===== config.mk =====
export PLATFORM = sky130hd
export DESIGN_NAME = avr_exec_ctrl_flat
export DESIGN_NICKNAME = d
export VERILOG_FILES = /design/src/rtl/avr_exec_ctrl_if.sv /design/src/rtl/avr_exec_ctrl.sv /design/src/flat_wrapper.sv
export SDC_FILE = /design/constraint.sdc
export NUM_CORES = 1
export LEC_CHECK = 0
export ABC_AREA = 1
export CAP_MARGIN = 15
export CORE_MARGIN = 2
export CORE_UTILIZATION = 46
export DETAILED_ROUTE_END_ITERATION = 10
export PLACE_DENSITY = 0.65
export SYNTH_ARGS = -nofsm -noshare
export SYNTH_HDL_FRONTEND = slang
export SYNTH_SLANG_ARGS = --single-unit

===== constraint.sdc =====
create_clock -name clk50_i -period 6.7 [get_ports clk50_i]
set_clock_uncertainty 0.05 [all_clocks]
set_input_delay 0.67 -clock clk50_i [delete_from_list [all_inputs] [get_ports clk50_i]]
set_output_delay 0.67 -clock clk50_i [all_outputs]
set_load 0.02 [all_outputs]

===== src/rtl/avr_exec_ctrl_if.sv =====
// Host command channel for avr_exec_ctrl: valid/ready handshake, opcode, operand and error pulse.
interface avr_exec_ctrl_if #(
  parameter int unsigned DW = 16
);
  logic          cmd_valid;
  logic          cmd_ready;
  logic [2:0]    cmd_op;
  logic [DW-1:0] cmd_data;
  logic          cmd_err;

  modport master (output cmd_valid, cmd_op, cmd_data, input cmd_ready, cmd_err);
  modport slave  (input cmd_valid, cmd_op, cmd_data, output cmd_ready, cmd_err);
endinterface


===== src/rtl/avr_exec_ctrl.sv =====
// AVR execution sequencer: step-enable divider, HALT/RUN/STEP debug control, ROM reload port.
// Breakpoint unit is built only when AVR_EXEC_BREAKPOINT_EN is defined.
module avr_exec_ctrl #(
  parameter int unsigned      DIV_W       = 26,
  parameter logic [DIV_W-1:0] DIV_DEFAULT = DIV_W'(26'h1FFFFFF),
  parameter int unsigned      AW          = 8,
  parameter int unsigned      DW          = 16
) (
  input  logic           clk50_i,
  input  logic           reset_i,
  avr_exec_ctrl_if.slave cmd,
  input  logic [AW-1:0]  core_ip_i,
  output logic           step_en_o,
  output logic           halted_o,
  output logic           rom_we_o,
  output logic [AW-1:0]  rom_addr_o,
  output logic [DW-1:0]  rom_wdata_o,
  output logic           bp_hit_o
);
  typedef enum logic [1:0] {S_HALT, S_RUN, S_STEP} state_e;
  typedef enum logic [2:0] {
    OP_NOP, OP_HALT, OP_RUN, OP_STEP, OP_SET_DIV, OP_LOAD_ADDR, OP_WRITE, OP_SET_BP
  } op_e;

  state_e           state_q, state_d;
  logic [DIV_W-1:0] div_cnt_q, div_cnt_d, div_reload_q, div_reload_d;
  logic [7:0]       step_left_q, step_left_d;
  logic             step_en_q, step_en_d, rom_we_q, rom_we_d, cmd_err_q, cmd_err_d;
  logic [AW-1:0]    rom_addr_q, rom_addr_d;
  logic [DW-1:0]    rom_wdata_q, rom_wdata_d;
  logic             accept, counting, expire, bp_stop;
  op_e              op;
`ifdef AVR_EXEC_BREAKPOINT_EN
  logic [AW-1:0]    bp_addr_q, bp_addr_d;
  logic             bp_valid_q, bp_valid_d, first_q, first_d, bp_hit_q, bp_hit_d;
`else
  logic [AW-1:0]    unused_core_ip;
  assign unused_core_ip = core_ip_i;
`endif

  assign op       = op_e'(cmd.cmd_op);
  assign accept   = cmd.cmd_valid && !rom_we_q;
  assign counting = (state_q == S_RUN) || (state_q == S_STEP && step_left_q != 8'd0);
  assign expire   = counting && (div_cnt_q == '0);
`ifdef AVR_EXEC_BREAKPOINT_EN
  // The first expiry after (re)entry is exempt so the core can leave the breakpoint address.
  assign bp_stop  = expire && bp_valid_q && !first_q && (core_ip_i == bp_addr_q);
`else
  assign bp_stop  = 1'b0;
`endif

  always_ff @(posedge clk50_i or posedge reset_i) begin
    if (reset_i) begin
      state_q      <= S_HALT;
      div_cnt_q    <= '0;
      div_reload_q <= DIV_DEFAULT;
      step_left_q  <= '0;
      step_en_q    <= 1'b0;
      rom_we_q     <= 1'b0;
      cmd_err_q    <= 1'b0;
      rom_addr_q   <= '0;
      rom_wdata_q  <= '0;
`ifdef AVR_EXEC_BREAKPOINT_EN
      bp_addr_q    <= '0;
      bp_valid_q   <= 1'b0;
      first_q      <= 1'b0;
      bp_hit_q     <= 1'b0;
`endif
    end else begin
      state_q      <= state_d;
      div_cnt_q    <= div_cnt_d;
      div_reload_q <= div_reload_d;
      step_left_q  <= step_left_d;
      step_en_q    <= step_en_d;
      rom_we_q     <= rom_we_d;
      cmd_err_q    <= cmd_err_d;
      rom_addr_q   <= rom_addr_d;
      rom_wdata_q  <= rom_wdata_d;
`ifdef AVR_EXEC_BREAKPOINT_EN
      bp_addr_q    <= bp_addr_d;
      bp_valid_q   <= bp_valid_d;
      first_q      <= first_d;
      bp_hit_q     <= bp_hit_d;
`endif
    end
  end

  always_comb begin
    state_d      = state_q;
    div_cnt_d    = div_cnt_q;
    div_reload_d = div_reload_q;
    step_left_d  = step_left_q;
    step_en_d    = 1'b0;
    rom_we_d     = 1'b0;
    cmd_err_d    = 1'b0;
    rom_addr_d   = rom_addr_q;
    rom_wdata_d  = rom_wdata_q;
`ifdef AVR_EXEC_BREAKPOINT_EN
    bp_addr_d    = bp_addr_q;
    bp_valid_d   = bp_valid_q;
    first_d      = first_q;
    bp_hit_d     = bp_hit_q;
`endif

    if (rom_we_q) rom_addr_d = rom_addr_q + AW'(1);

    if (counting) begin
      if (!expire) begin
        div_cnt_d = div_cnt_q - DIV_W'(1);
      end else begin
        div_cnt_d = div_reload_q;
`ifdef AVR_EXEC_BREAKPOINT_EN
        first_d   = 1'b0;
        if (bp_stop) begin
          state_d  = S_HALT;
          bp_hit_d = 1'b1;
        end
`endif
        if (!bp_stop) begin
          step_en_d = 1'b1;
          if (state_q == S_STEP) step_left_d = step_left_q - 8'd1;
        end
      end
    end else if (state_q == S_STEP) begin
      state_d = S_HALT;
    end

    if (accept) begin
      case (op)
        OP_HALT: begin
          // Overrides anything the divider scheduled this cycle, including a breakpoint stop.
          state_d   = S_HALT;
          step_en_d = 1'b0;
`ifdef AVR_EXEC_BREAKPOINT_EN
          bp_hit_d  = bp_hit_q;
`endif
        end
        OP_RUN, OP_STEP: begin
          if (state_q == S_HALT) begin
            state_d   = (op == OP_RUN) ? S_RUN : S_STEP;
            div_cnt_d = div_reload_q;
            if (op == OP_STEP)
              step_left_d = (cmd.cmd_data[7:0] == 8'd0) ? 8'd1 : cmd.cmd_data[7:0];
`ifdef AVR_EXEC_BREAKPOINT_EN
            first_d  = 1'b1;
            bp_hit_d = 1'b0;
`endif
          end
        end
        OP_SET_DIV: div_reload_d = DIV_W'(cmd.cmd_data);
        OP_LOAD_ADDR: begin
          if (state_q == S_HALT) rom_addr_d = cmd.cmd_data[AW-1:0];
          else                   cmd_err_d  = 1'b1;
        end
        OP_WRITE: begin
          if (state_q == S_HALT) begin
            rom_we_d    = 1'b1;
            rom_wdata_d = cmd.cmd_data;
          end else begin
            cmd_err_d = 1'b1;
          end
        end
        OP_SET_BP: begin
`ifdef AVR_EXEC_BREAKPOINT_EN
          bp_addr_d  = cmd.cmd_data[AW-1:0];
          bp_valid_d = cmd.cmd_data[15];
`endif
        end
        default: ;
      endcase
    end
  end

  always_comb begin
    cmd.cmd_ready = !rom_we_q;
    cmd.cmd_err   = cmd_err_q;
    step_en_o     = step_en_q;
    halted_o      = (state_q == S_HALT);
    rom_we_o      = rom_we_q;
    rom_addr_o    = rom_addr_q;
    rom_wdata_o   = rom_wdata_q;
`ifdef AVR_EXEC_BREAKPOINT_EN
    bp_hit_o      = bp_hit_q;
`else
    bp_hit_o      = 1'b0;
`endif
  end
endmodule


===== src/flat_wrapper.sv =====
// flat-port wrapper written by rule: the top's interface ports become plain ports
module avr_exec_ctrl_flat 
#(
  parameter int unsigned      DIV_W       = 26,
  parameter logic [DIV_W-1:0] DIV_DEFAULT = DIV_W'(26'h1FFFFFF),
  parameter int unsigned      AW          = 8,
  parameter int unsigned      DW          = 16
)
  (clk50_i, reset_i, core_ip_i, step_en_o, halted_o, rom_we_o, rom_addr_o, rom_wdata_o, bp_hit_o, cmd_cmd_valid, cmd_cmd_op, cmd_cmd_data, cmd_cmd_ready, cmd_cmd_err);
  avr_exec_ctrl_if #(.DW(DW)) cmd_i ();
  input  logic clk50_i;
  input  logic reset_i;
  input  logic [AW-1:0] core_ip_i;
  output logic step_en_o;
  output logic halted_o;
  output logic rom_we_o;
  output logic [AW-1:0] rom_addr_o;
  output logic [DW-1:0] rom_wdata_o;
  output logic bp_hit_o;
  input wire logic [$bits(cmd_i.cmd_valid)-1:0] cmd_cmd_valid;
  input wire logic [$bits(cmd_i.cmd_op)-1:0] cmd_cmd_op;
  input wire logic [$bits(cmd_i.cmd_data)-1:0] cmd_cmd_data;
  output wire logic [$bits(cmd_i.cmd_ready)-1:0] cmd_cmd_ready;
  output wire logic [$bits(cmd_i.cmd_err)-1:0] cmd_cmd_err;
  assign cmd_i.cmd_valid = cmd_cmd_valid;
  assign cmd_i.cmd_op = cmd_cmd_op;
  assign cmd_i.cmd_data = cmd_cmd_data;
  assign cmd_cmd_ready = cmd_i.cmd_ready;
  assign cmd_cmd_err = cmd_i.cmd_err;
  avr_exec_ctrl #(.DIV_W(DIV_W), .DIV_DEFAULT(DIV_DEFAULT), .AW(AW), .DW(DW)) u_core (.clk50_i(clk50_i), .reset_i(reset_i), .cmd(cmd_i), .core_ip_i(core_ip_i), .step_en_o(step_en_o), .halted_o(halted_o), .rom_we_o(rom_we_o), .rom_addr_o(rom_addr_o), .rom_wdata_o(rom_wdata_o), .bp_hit_o(bp_hit_o));
endmodule

==> impl_metrics.py, run 1 <==
metrics = {
    "outcome": {
        "outcome": "complete, no violations",
    },
    "timing": {
        "period_minus_slack_ps": 2480,
        "clock.fmax_ghz": 0.403,
        "setup_tns_ps": 0,
        "worst_pin_slew_ps": 1030,
        "grt_setup_unrepaired": "false",
        "period_share_pct": 37.1,
        "slew_headroom_pct": 31.4,
        "report.final.hold_viol_count": 0,
        "setup_violations": 0,
        "finalMaxSlewViolations": 0,
    },
    "logic_synthesis": {
        "synth-edff-count": 0,
        "synth_top_cell_area_share_pct": 34.6,
        "yosysMostFrequentCell": "nand2_1",
        "yosys_register_bits": 80,
        "syn_area_sq_mm": 0.00456,
        "yosysWarnings": 0,
        "synth_area_leaders": "dfrtp_1 35%, nand2_1 16%, dfstp_2 9.8%, nor2_1 5.8%, inv_1 5.7%",
        "syn_inst": 621,
        "ys_types": 41,
        "synth_area_leader_cell": "dfrtp_1",
        "synthArstFlopShare_pct": 100,
        "yosysSeqAreaShare_pct": 44.4,
        "synth_nets": 654,
        "synth_common_cells": "198 x nand2_1, 70 x nor2_1, 69 x inv_1",
        "syn_area_per_cell_sq_um": 7.34,
        "yosys_most_used_dff": "dfrtp_1",
    },
    "drt": {
        "drc": 0,
        "drt-initial-drc-count": 211,
        "totalWireLength_microns": 11000,
        "drt.antenna.violating_nets": 0,
        "dr.pass1.iters": 4,
        "dr_total_vias": 4059,
        "via_per_inst": 5.03,
        "post_drt_wl_per_cell_microns": 13.6,
    },
    "global_routing": {
        "grt_pass1_wl_microns": 19100,
        "grt_pass1_vias": 3945,
        "grt_usage_pct": 22.0,
        "grt-ovfl-total": 0,
        "grt_max_degree": 81,
        "grt_antenna_before_repair": 0,
    },
    "placement": {
        "hpwlAfterDp_microns": 7860,
        "routabilityCongestion": 0.879,
        "dp.cells": 791,
        "portBuffers": 50,
    },
    "critical_path": {
        "required_ps": 6910,
        "cpLargestDelayFamily": "simple AND/OR/NAND/NOR gates",
        "critPathBufInv": 3,
        "cp-start-kind": "register",
        "worstPathArrival_ps": 2700,
        "crit_path_max_fanout": 23,
        "critical_path.max_stage_delay_ps": 500,
        "end_kind": "register",
        "cp_slowest_cell": "a21oi_4",
        "path_cells": "inv_1 -> ha_1 -> inv_2 -> nor2_1 -> nand2_2 -> nor2_4 -> nor2_4 -> a21oi_4 -> inv_4 -> nand2_2 -> nand2_1",
        "crit_type": "register to register",
    },
    "job": {
        "drv_cap": 0,
    },
    "clock_network": {
        "htreeDepth": 3,
        "clk_pin_slew_ps": 90,
        "clk_path_buf_depth": 2,
        "hold_buffers": 0,
        "cts_root_buf": "clkbuf_8",
        "cts_buffers": 9,
        "postCtsResizedCells": 0,
        "clock_sinks": 80,
        "clkLatencyLatePin_ps": 370,
        "tritoncts": "done",
        "cts_setup_buffers": 0,
    },
    "power_and_ir_drop": {
        "seq_power_share_pct": 38.4,
        "internal_power_uw": 1210,
        "ir_drop_mv": 0.204,
        "cellPowerDensity_mw_per_mm2": 409,
        "sw_frac_of_total_pct": 44.7,
        "power_frac_clock_pct": 15.9,
        "power_frac_comb_pct": 45.7,
        "p_leak_uw": 0.00262,
        "p_sw_uw": 974,
    },
    "worst_hold_path": {
        "min_path_type": "register to register",
    },
    "floorplan": {
        "num_io_pins": 60,
        "fp.dieH_microns": 104,
        "start_util_pct": 47.0,
        "core.rowCount": 36,
        "core_area_sq_mm": 0.00968,
        "dieArea_sq_mm": 0.0107,
        "die_w_microns": 104,
    },
    "layout": {
        "fin_nets": 702,
        "diodes": 0,
        "drive_above_1_share_pct": 9.94,
        "syn2layout_area_growth_pct": 17.2,
        "fin_cells": 807,
    },
}
[through the flow]
stage          hold WS, ps  area [sq um]  util, %  power (uW)  worst slack, ps
6_report               410          5340     55.1        2180             4220
5_1_grt                439          5340     55.1        2370             3960
4_1_cts                412          5340     55.1        2190             4200
3_5_place_dp           396          5150     53.2        1830             3880
3_3_place_gp           390          5150     53.2        1800             3940
2_1_floorplan          381          4560        -        1520             3960
[routing by layer]
layer,wire (microns),track usage (%),up-vias
met2,4870,33.1,102
met1,5380,30.9,1881
met5,0,0,-
li1,-,-,2052
met4,253,9.65,0
met3,496,4.66,24
[sequential cells by signal, indices dropped and copies added, names as in the netlist]
| register | cells |
|---|---|
| u_core.rom_we_o | 1 |
| u_core.cmd.cmd_err | 1 |
| u_core.state_q | 2 |
| u_core.rom_addr_o | 8 |
| u_core.step_left_q | 8 |
| u_core.rom_wdata_o | 16 |
| u_core.step_en_o | 1 |
| u_core.div_cnt_q | 26 |
| u_core.div_reload_q | 17 |
[layout make-up]
cell class / instances / area [sq um]
Clock buffer: 10 / 138
Timing Repair Buffer: 51 / 508
Sequential cell: 80 / 2020
Fill cell: 973 / 4350
Clock inverter: 6 / 48.8
Tap cell: 133 / 166
Inverter: 76 / 289
Multi-Input combinational cell: 451 / 2170
[power by group through the flow]
stage / registers [uW] / clock network (uW) / logic (uW)
after global placement: 838 / 0 / 966
final: 837 / 347 / 996
after floorplan: 883 / 0 / 639
after global routing: 866 / 376 / 1130
after CTS: 835 / 356 / 998
after detailed placement: 840 / 0 / 993
[cell families after synthesis]
group                    Yosys count  share of synthesized area (%)
flip-flops                        80                           44.4
buffers and inverters             90                           8.05
other                              1                         0.0823
AO/OA/AOI/OAI                     82                           10.4
adder cells (fa/ha/maj)            3                          0.824
XOR/XNOR                          14                           2.69
AND/OR/NAND/NOR                  351                           33.6
[path summary, 6_finish.rpt]
check	cells after the start	slack, ps	to	startpoint
max	11	4220	u_core.div_cnt_q[18]	u_core.step_left_q[0]
min	2	410	u_core.div_reload_q[23]	u_core.div_reload_q[23]
max reg2reg	11	4220	u_core.div_cnt_q[18]	u_core.step_left_q[0]
min reg2reg	2	410	u_core.div_reload_q[23]	u_core.div_reload_q[23]
max in group asynchronous	3	5060	u_core.step_left_q[4]	reset_i
min in group asynchronous	3	880	u_core.rom_wdata_o[13]	reset_i
[worst reg2reg max path, cell delays in order (launching register included)]
cell	delay (ps)
dfrtp_1	400
inv_1	130
ha_1	280
inv_2	70
nor2_1	110
nand2_2	110
nor2_4	150
nor2_4	140
a21oi_4	510
inv_4	140
nand2_2	200
nand2_1	80
[cell usage in the layout (no fill, tap or decap), types with 2 or more instances in the layout]
cell	count
a21oi_1	15
clkbuf_8	10
clkdlybuf4s50_1	50
clkinv_2	2
clkinv_4	2
dfrtp_1	63
dfstp_2	17
ha_1	3
inv_1	68
inv_2	6
inv_6	3
nand2_1	198
nand2_2	7
nand2_4	2
nand3_1	38
nand3b_1	3
nand4_1	8
nor2_1	70
nor2_2	3
nor2_4	5
nor3_1	9
nor4_1	2
o21ai_0	50
o21ai_1	4
o21ai_2	3
o21bai_1	2
o22ai_1	2
or2_1	2
xnor2_1	2
xor2_1	12
(Power assumes the default switching activity.)
==> run 2: changes to the inputs <==
==> constraint.sdc (replaced) <==
create_clock -name clk50_i -period 2.6 [get_ports clk50_i]
set_clock_uncertainty 0.05 [all_clocks]
set_input_delay 0.26 -clock clk50_i [delete_from_list [all_inputs] [get_ports clk50_i]]
set_output_delay 0.26 -clock clk50_i [all_outputs]
set_load 0.02 [all_outputs]
==> impl_metrics.py, run 2 (synthesis gave the netlist of run 1 again) <==
metrics = {
    "drt": {
        "via_per_inst": 4.97,
        "post_drt_wl_per_cell_microns": 13.4,
        "dr.pass1.iters": 4,
        "drt.antenna.violating_nets": 0,
        "totalWireLength_microns": 10900,
        "dr_total_vias": 4043,
        "drt-initial-drc-count": 157,
        "drc": 0,
    },
    "critical_path": {
        "required_ps": 2800,
        "path_cells": "inv_1 -> ha_1 -> inv_2 -> nor2_1 -> nand2_2 -> nor2_4 -> nor2_4 -> a21oi_4 -> inv_4 -> nand2_2 -> nand2_1",
        "cp_slowest_cell": "dfrtp_1",
        "crit_path_max_fanout": 16,
        "worstPathArrival_ps": 2470,
        "crit_type": "register to register",
        "critical_path.max_stage_delay_ps": 400,
        "cp-start-kind": "register",
        "end_kind": "register",
    },
    "timing": {
        "grt_setup_unrepaired": "false",
        "setup_tns_ps": 0,
        "worst_pin_slew_ps": 727,
        "finalMaxSlewViolations": 0,
        "period_minus_slack_ps": 2260,
        "period_share_pct": 87.0,
        "setup_violations": 0,
        "slew_headroom_pct": 50.3,
        "report.final.hold_viol_count": 0,
        "clock.fmax_ghz": 0.442,
    },
    "layout": {
        "regArea_sq_mm": 0.00202,
        "drive_above_1_share_pct": 10.6,
        "mostFrequentLayoutCells": "198 x nand2_1, 70 x nor2_1, 68 x inv_1",
        "regMostFlops": "u_core.div_cnt_q",
        "multi_input_area_sq_mm": 0.00217,
        "fillers": 969,
        "diodes": 0,
        "fin_nets": 708,
        "fin_cells": 813,
        "largest_reg_flops": 26,
        "final_area_sq_mm": 0.00539,
        "final_common_cell": "nand2_1",
        "syn2layout_area_growth_pct": 18.4,
    },
    "clock_network": {
        "clock_sinks": 80,
        "clk_path_buf_depth": 2,
        "clkLatencyLatePin_ps": 370,
        "cts_root_buf": "clkbuf_8",
        "tritoncts": "done",
        "htreeDepth": 3,
        "clk_pin_slew_ps": 90,
        "cts_setup_buffers": 0,
        "cts_buffers": 9,
        "postCtsResizedCells": 0,
        "hold_buffers": 0,
    },
    "floorplan": {
        "fp.dieH_microns": 104,
        "die_w_microns": 104,
        "num_io_pins": 60,
        "dieArea_sq_mm": 0.0107,
        "core_area_sq_mm": 0.00968,
        "start_util_pct": 47.0,
        "core.rowCount": 36,
    },
    "placement": {
        "placed_area_sq_mm": 0.00521,
        "routabilityCongestion": 0.863,
        "hpwlAfterDp_microns": 7850,
        "dp.cells": 797,
        "portBuffers": 50,
    },
    "global_routing": {
        "grt_pass1_vias": 3833,
        "grt_pass1_wl_microns": 18500,
        "grt_max_degree": 81,
        "grt-ovfl-total": 0,
        "grt_usage_pct": 21.3,
        "grt_antenna_before_repair": 0,
    },
    "outcome": {
        "outcome": "complete, no violations",
    },
    "job": {
        "drv_cap": 0,
    },
    "worst_hold_path": {
        "min_path_type": "input pin to asynchronous set/reset pin",
    },
    "power_and_ir_drop": {
        "ir_drop_mv": 0.513,
        "cellPowerDensity_mw_per_mm2": 1040,
        "p_leak_uw": 0.00264,
    },
}
==> run 2: cell count changes in the layout (fill, tap and decap cells not counted) <==
cell / previous run / this run
clkinv_2: 2 / 1
inv_6: 3 / 1
clkbuf_1: 0 / 1
buf_4: 1 / 6
buf_12: 0 / 1
clkinvlp_4: 0 / 2
==> run 2: worst max-delay path: cells and delay by family, from the launching register on <==
kind / cells / cell delay [ps]
AO/OA/AOI/OAI: 1 / 370
adder cells (fa/ha/maj): 1 / 270
buffers and inverters: 3 / 300
flip-flops: 1 / 400
AND/OR/NAND/NOR: 6 / 760
==> run 2: final cells by class <==
| cell class | instances | share of cell area [%] |
|---|---|---|
| Multi-Input combinational cell | 451 | 40.2 |
| Sequential cell | 80 | 37.5 |
| Timing Repair Buffer | 57 | 10.5 |
| Inverter | 76 | 5.36 |
| Tap cell | 133 | 3.09 |
| Clock buffer | 11 | 2.62 |
| Clock inverter | 5 | 0.766 |
==> run 2: through the flow <==
stage                     hold WS (ps)  setup WS, ps  utilization [%]  power (uW)
after floorplan                    313           266                -        3920
after global placement             391           365             53.8        4670
after detailed placement           401           325             53.8        4740
after CTS                          267           326             55.7        5640
after global routing               270           127             55.7        6110
final                              236           338             55.7        5610
==> run 2: final timing paths <==
check                      cells past startpoint                       to                    start  slack, ps
setup / recovery                              11     u_core.div_cnt_q[20]    u_core.step_left_q[0]        340
hold / removal                                 3   u_core.rom_wdata_o[13]                  reset_i        240
setup reg to reg                              11     u_core.div_cnt_q[20]    u_core.step_left_q[0]        340
hold reg to reg                                2  u_core.div_reload_q[23]  u_core.div_reload_q[23]        420
max in group asynchronous                      3  u_core.div_reload_q[23]                  reset_i       1870
min in group clk50_i                           3  u_core.div_reload_q[12]         cmd_cmd_data[12]        380
==> run 2: report_power, final <==
group | internal, uW | switching, uW | total (uW)
combinational | 1010 | 1560 | 2570
sequential | 1730 | 427 | 2160
clock | 380 | 501 | 881
total | 3130 | 2490 | 5610
==> run 2: layer usage <==
layer  wire (microns)  track usage, %  share of wire, %
met1             5230            29.5                48
met2             4950            33.3                45
met3              509            3.90               4.7
met4              238            8.49               2.2
met5                0               0                 0
==> variant 1, RTL diff (settings of run 2) <==
Re-encode `state_e` (3 states) as one-hot, 3 bits wide.
--- a/src/rtl/avr_exec_ctrl.sv
+++ b/src/rtl/avr_exec_ctrl.sv
@@ -19,3 +19,3 @@
 );
-  typedef enum logic [1:0] {S_HALT, S_RUN, S_STEP} state_e;
+  typedef enum logic [2:0] {S_HALT = 3'b001, S_RUN = 3'b010, S_STEP = 3'b100} state_e;
   typedef enum logic [2:0] {
Function: same outputs for any inputs over 4 cycles, from zero or initial values and one cycle with reset_i high; so few cycles prove little.
==> variant 1 against run 2 <==
Design area rose by 5.1%. Fmax rose by 3.8%. Via count rose by 8.1%. Worst setup slack improved by 0.082 ns. Routed wire length rose by 6.9%. Combinational power fell by 4%. Sequential cell count rose by 1. Synthesized area rose by 5.6%. Power fell by 0.74%. Critical endpoint is now u_core.div_cnt_q[2].
==> variant 1: results <==
export IMPL_nets=765
export IMPL_timing_rr_end="u_core.div_cnt_q[2]"
export IMPL_slowest_delay_ns=0.47
export IMPL_dr_wl_met2_um=5310
export IMPL_fillCellCount=1009
export IMPL_grt_pass1_vias=4232
export IMPL_synth_net_count=712
export IMPL_routed_wirelength_um=11700
export IMPL_relSlewSlack=0.645
export IMPL_rr_worst_depth=9
export IMPL_yosysSeqAreaShare=0.426
export IMPL_fin_hold_ws_ns=0.182
export IMPL_track_usage=0.221
export IMPL_synthDistinctLibCells=38
export IMPL_worstPathArrival_ns=2.38
export IMPL_synth_area_per_cell_um2=7.09
export IMPL_place_hpwl_um=8560
export IMPL_fin_crit_ns=2.18
export IMPL_crit_start="u_core.div_cnt_q[0]"
export IMPL_path_max_fanout=4
export IMPL_rrSetupSlack_ns=0.42
export IMPL_vias_per_cell=5.01
export IMPL_grt_use_met3=0.0386
export IMPL_wl_met3_um=493
export IMPL_peakVddDrop_v=0.000535
export IMPL_place_inst=856
export IMPL_crit_slowest_cell="o21ai_0"
export IMPL_ys_top_cells_by_count="nand2_1 (226), inv_1 (88), dfrtp_1 (63), nor2_1 (61)"
export IMPL_grt_pass1_wl_um=20000
export IMPL_crit_end="u_core.div_cnt_q[2]"
export IMPL_dpl_cell_area_um2=5460
export IMPL_use_met1=0.309
export IMPL_status="finished, final reports clean"
==> variant 1: changes by cell type in the layout (fill, tap and decap cells not counted), moves of 6 or more <==
cell / delta
nor2_1: -9
nor2_2: +6
nand2_1: +28
o21ai_1: +16
inv_1: +19
a21oi_1: -6
nand3_1: +7
==> variant 1: kinds of logic (layout without fill, tap and decap cells) <==
logic type / Yosys count / count (layout)
flip-flops: 81 / 81
adder cells (fa/ha/maj): 4 / 4
AO/OA/AOI/OAI: 86 / 86
other: 1 / 1
XOR/XNOR: 10 / 10
buffers and inverters: 110 / 168
AND/OR/NAND/NOR: 386 / 386
==> variant 1: where the power goes <==
group / leakage [nW] / internal [mW] / total, mW / switching, mW
Sequential: 0.976 / 1.74 / 2.13 / 0.394
Combinational: 1.80 / 0.995 / 2.46 / 1.46
Clock: 0.103 / 0.463 / 0.982 / 0.520
==> variant 1: stage by stage <==
stage / power (mW) / util
after CTS: 5.60 / 0.554
final: 5.57 / 0.554
after floorplan: 3.74 / -
after global placement: 4.52 / 0.534
after detailed placement: 4.59 / 0.534
after global routing: 6.02 / 0.554
==> variant 1: how the worst min path moves through the flow <==
stage                        endpoint  slack (ns)  cells after the start
4_1_cts          u_core.div_cnt_q[22]        0.19                      2
3_3_place_gp   u_core.rom_wdata_o[11]        0.43                      2
5_1_grt          u_core.div_cnt_q[21]        0.21                      2
2_1_floorplan   u_core.step_left_q[5]        0.33                      2
6_report         u_core.div_cnt_q[23]        0.18                      2
3_5_place_dp   u_core.rom_wdata_o[12]        0.43                      2
==> variant 1: final cells by class <==
cell class              count  share of cell area
multi-input cells         487               0.409
well taps                 136              0.0300
clock inverters             7              0.0148
flip-flops and latches     81               0.362
inverters                  95              0.0631
repair buffers             57              0.0998
clock buffers               9              0.0218
==> variant 2, RTL diff (settings of run 2) <==
Without the edit above. `AW` is set to 8 in 2 places; all go to 10.
--- a/src/rtl/avr_exec_ctrl.sv
+++ b/src/rtl/avr_exec_ctrl.sv
@@ -5,3 +5,3 @@
   parameter logic [DIV_W-1:0] DIV_DEFAULT = DIV_W'(26'h1FFFFFF),
-  parameter int unsigned      AW          = 8,
+  parameter int unsigned      AW          = 10,
   parameter int unsigned      DW          = 16
--- a/src/flat_wrapper.sv
+++ b/src/flat_wrapper.sv
@@ -5,3 +5,3 @@
   parameter logic [DIV_W-1:0] DIV_DEFAULT = DIV_W'(26'h1FFFFFF),
-  parameter int unsigned      AW          = 8,
+  parameter int unsigned      AW          = 10,
   parameter int unsigned      DW          = 16
Interface: changed (resized core_ip_i and rom_addr_o); port bits go from 60 to 64. No check against the original RTL was run, so the function may have changed too.
==> variant 2 against run 2 <==
Worst setup slack better by 0.10 ns. Power increased by 3.0%. Sequential cell count up 2. Combinational power rose by 3%. Synthesized area rose by 3.1%. Sequential share of layout area fell by 0.33 points. Routed wire length up 8.3%. Design area increased by 3.4%.
==> variant 2: results <==
export IMPL_grt_pass1_vias=4193
export IMPL_dr_wl_met2_um=5630
export IMPL_rrSetupSlack_ns=0.44
export IMPL_synth_area_leaders="dfrtp_1 (35%), nand2_1 (18%), dfstp_2 (9.5%)"
export IMPL_synth_fa_ha_area_frac=0.00799
export IMPL_crit_end="u_core.div_cnt_q[8]"
export IMPL_synth_net_count=692
export IMPL_grt_pass1_wl_um=19800
export IMPL_nets=753
export IMPL_synthXorXnorAreaFrac=0.0224
export IMPL_use_met1=0.285
export IMPL_seqPwrFrac=0.390
export IMPL_drive_above_1_share=0.108
export IMPL_use_met2=0.375
export IMPL_ys_top_cells_by_count="nand2_1 (221), inv_1 (81), nor2_1 (78), dfrtp_1 (65), o21ai_0 (52)"
export IMPL_yosysSeqAreaShare=0.441
export IMPL_clockBufferDepth=2
export IMPL_path_max_fanout=14
export IMPL_fin_hold_ws_ns=0.249
export IMPL_drtPass1Iterations=5
export IMPL_crit_start="u_core.step_left_q[1]"
export IMPL_status="finished, final reports clean"
export IMPL_vias_per_cell=4.97
export IMPL_drt_initial_drc_count=145
export IMPL_worstPathArrival_ns=2.42
export IMPL_synth_compound_area_share=0.0927
export IMPL_synthDistinctLibCells=37
export IMPL_wl_met1_um=5420
export IMPL_grt_max_degree=50
export IMPL_grt_use_met3=0.0742
export IMPL_port_buffers=52
export IMPL_max_slew_worst_pin_slew_ns=0.645
export IMPL_p_sw_frac=0.438
export IMPL_leakage_nw=2.76
export IMPL_wl_met3_um=655
export IMPL_pg_clk_mw=0.882
export IMPL_peakVddDrop_v=0.000638
export IMPL_place_hpwl_um=8700
## variant 2: cell count changes after synthesis, sizes merged, moves of 3 or more
| cell | change |
|---|---|
| nand3 | -3 |
| xor2 | -4 |
| nand2 | +25 |
| inv | +11 |
| nor2 | +10 |
## variant 2: final cells by class
class / count / area (um^2)
Clock inverter: 4 / 33.8
Sequential cell: 82 / 2070
Fill cell: 953 / 4290
Timing Repair Buffer: 63 / 603
Tap cell: 133 / 166
Multi-Input combinational cell: 475 / 2230
Clock buffer: 12 / 145
Inverter: 87 / 328
## variant 2: per-stage QoR
stage	instance area, um^2	util	power [mW]	setup slack (ns)	instances
floorplan	4700	-	3.98	0.210	657
global placement	5400	0.547	4.83	0.468	840
detailed placement	5400	0.547	4.90	0.420	840
CTS	5580	0.565	5.82	0.400	856
global route	5580	0.565	6.29	0.182	856
finish	5580	0.565	5.78	0.442	856
## variant 2: worst min-delay path, cell delays in order
cell and delay, ns:
clkdlybuf4s50_1 0.41, clkinv_2 0.05, buf_4 0.37
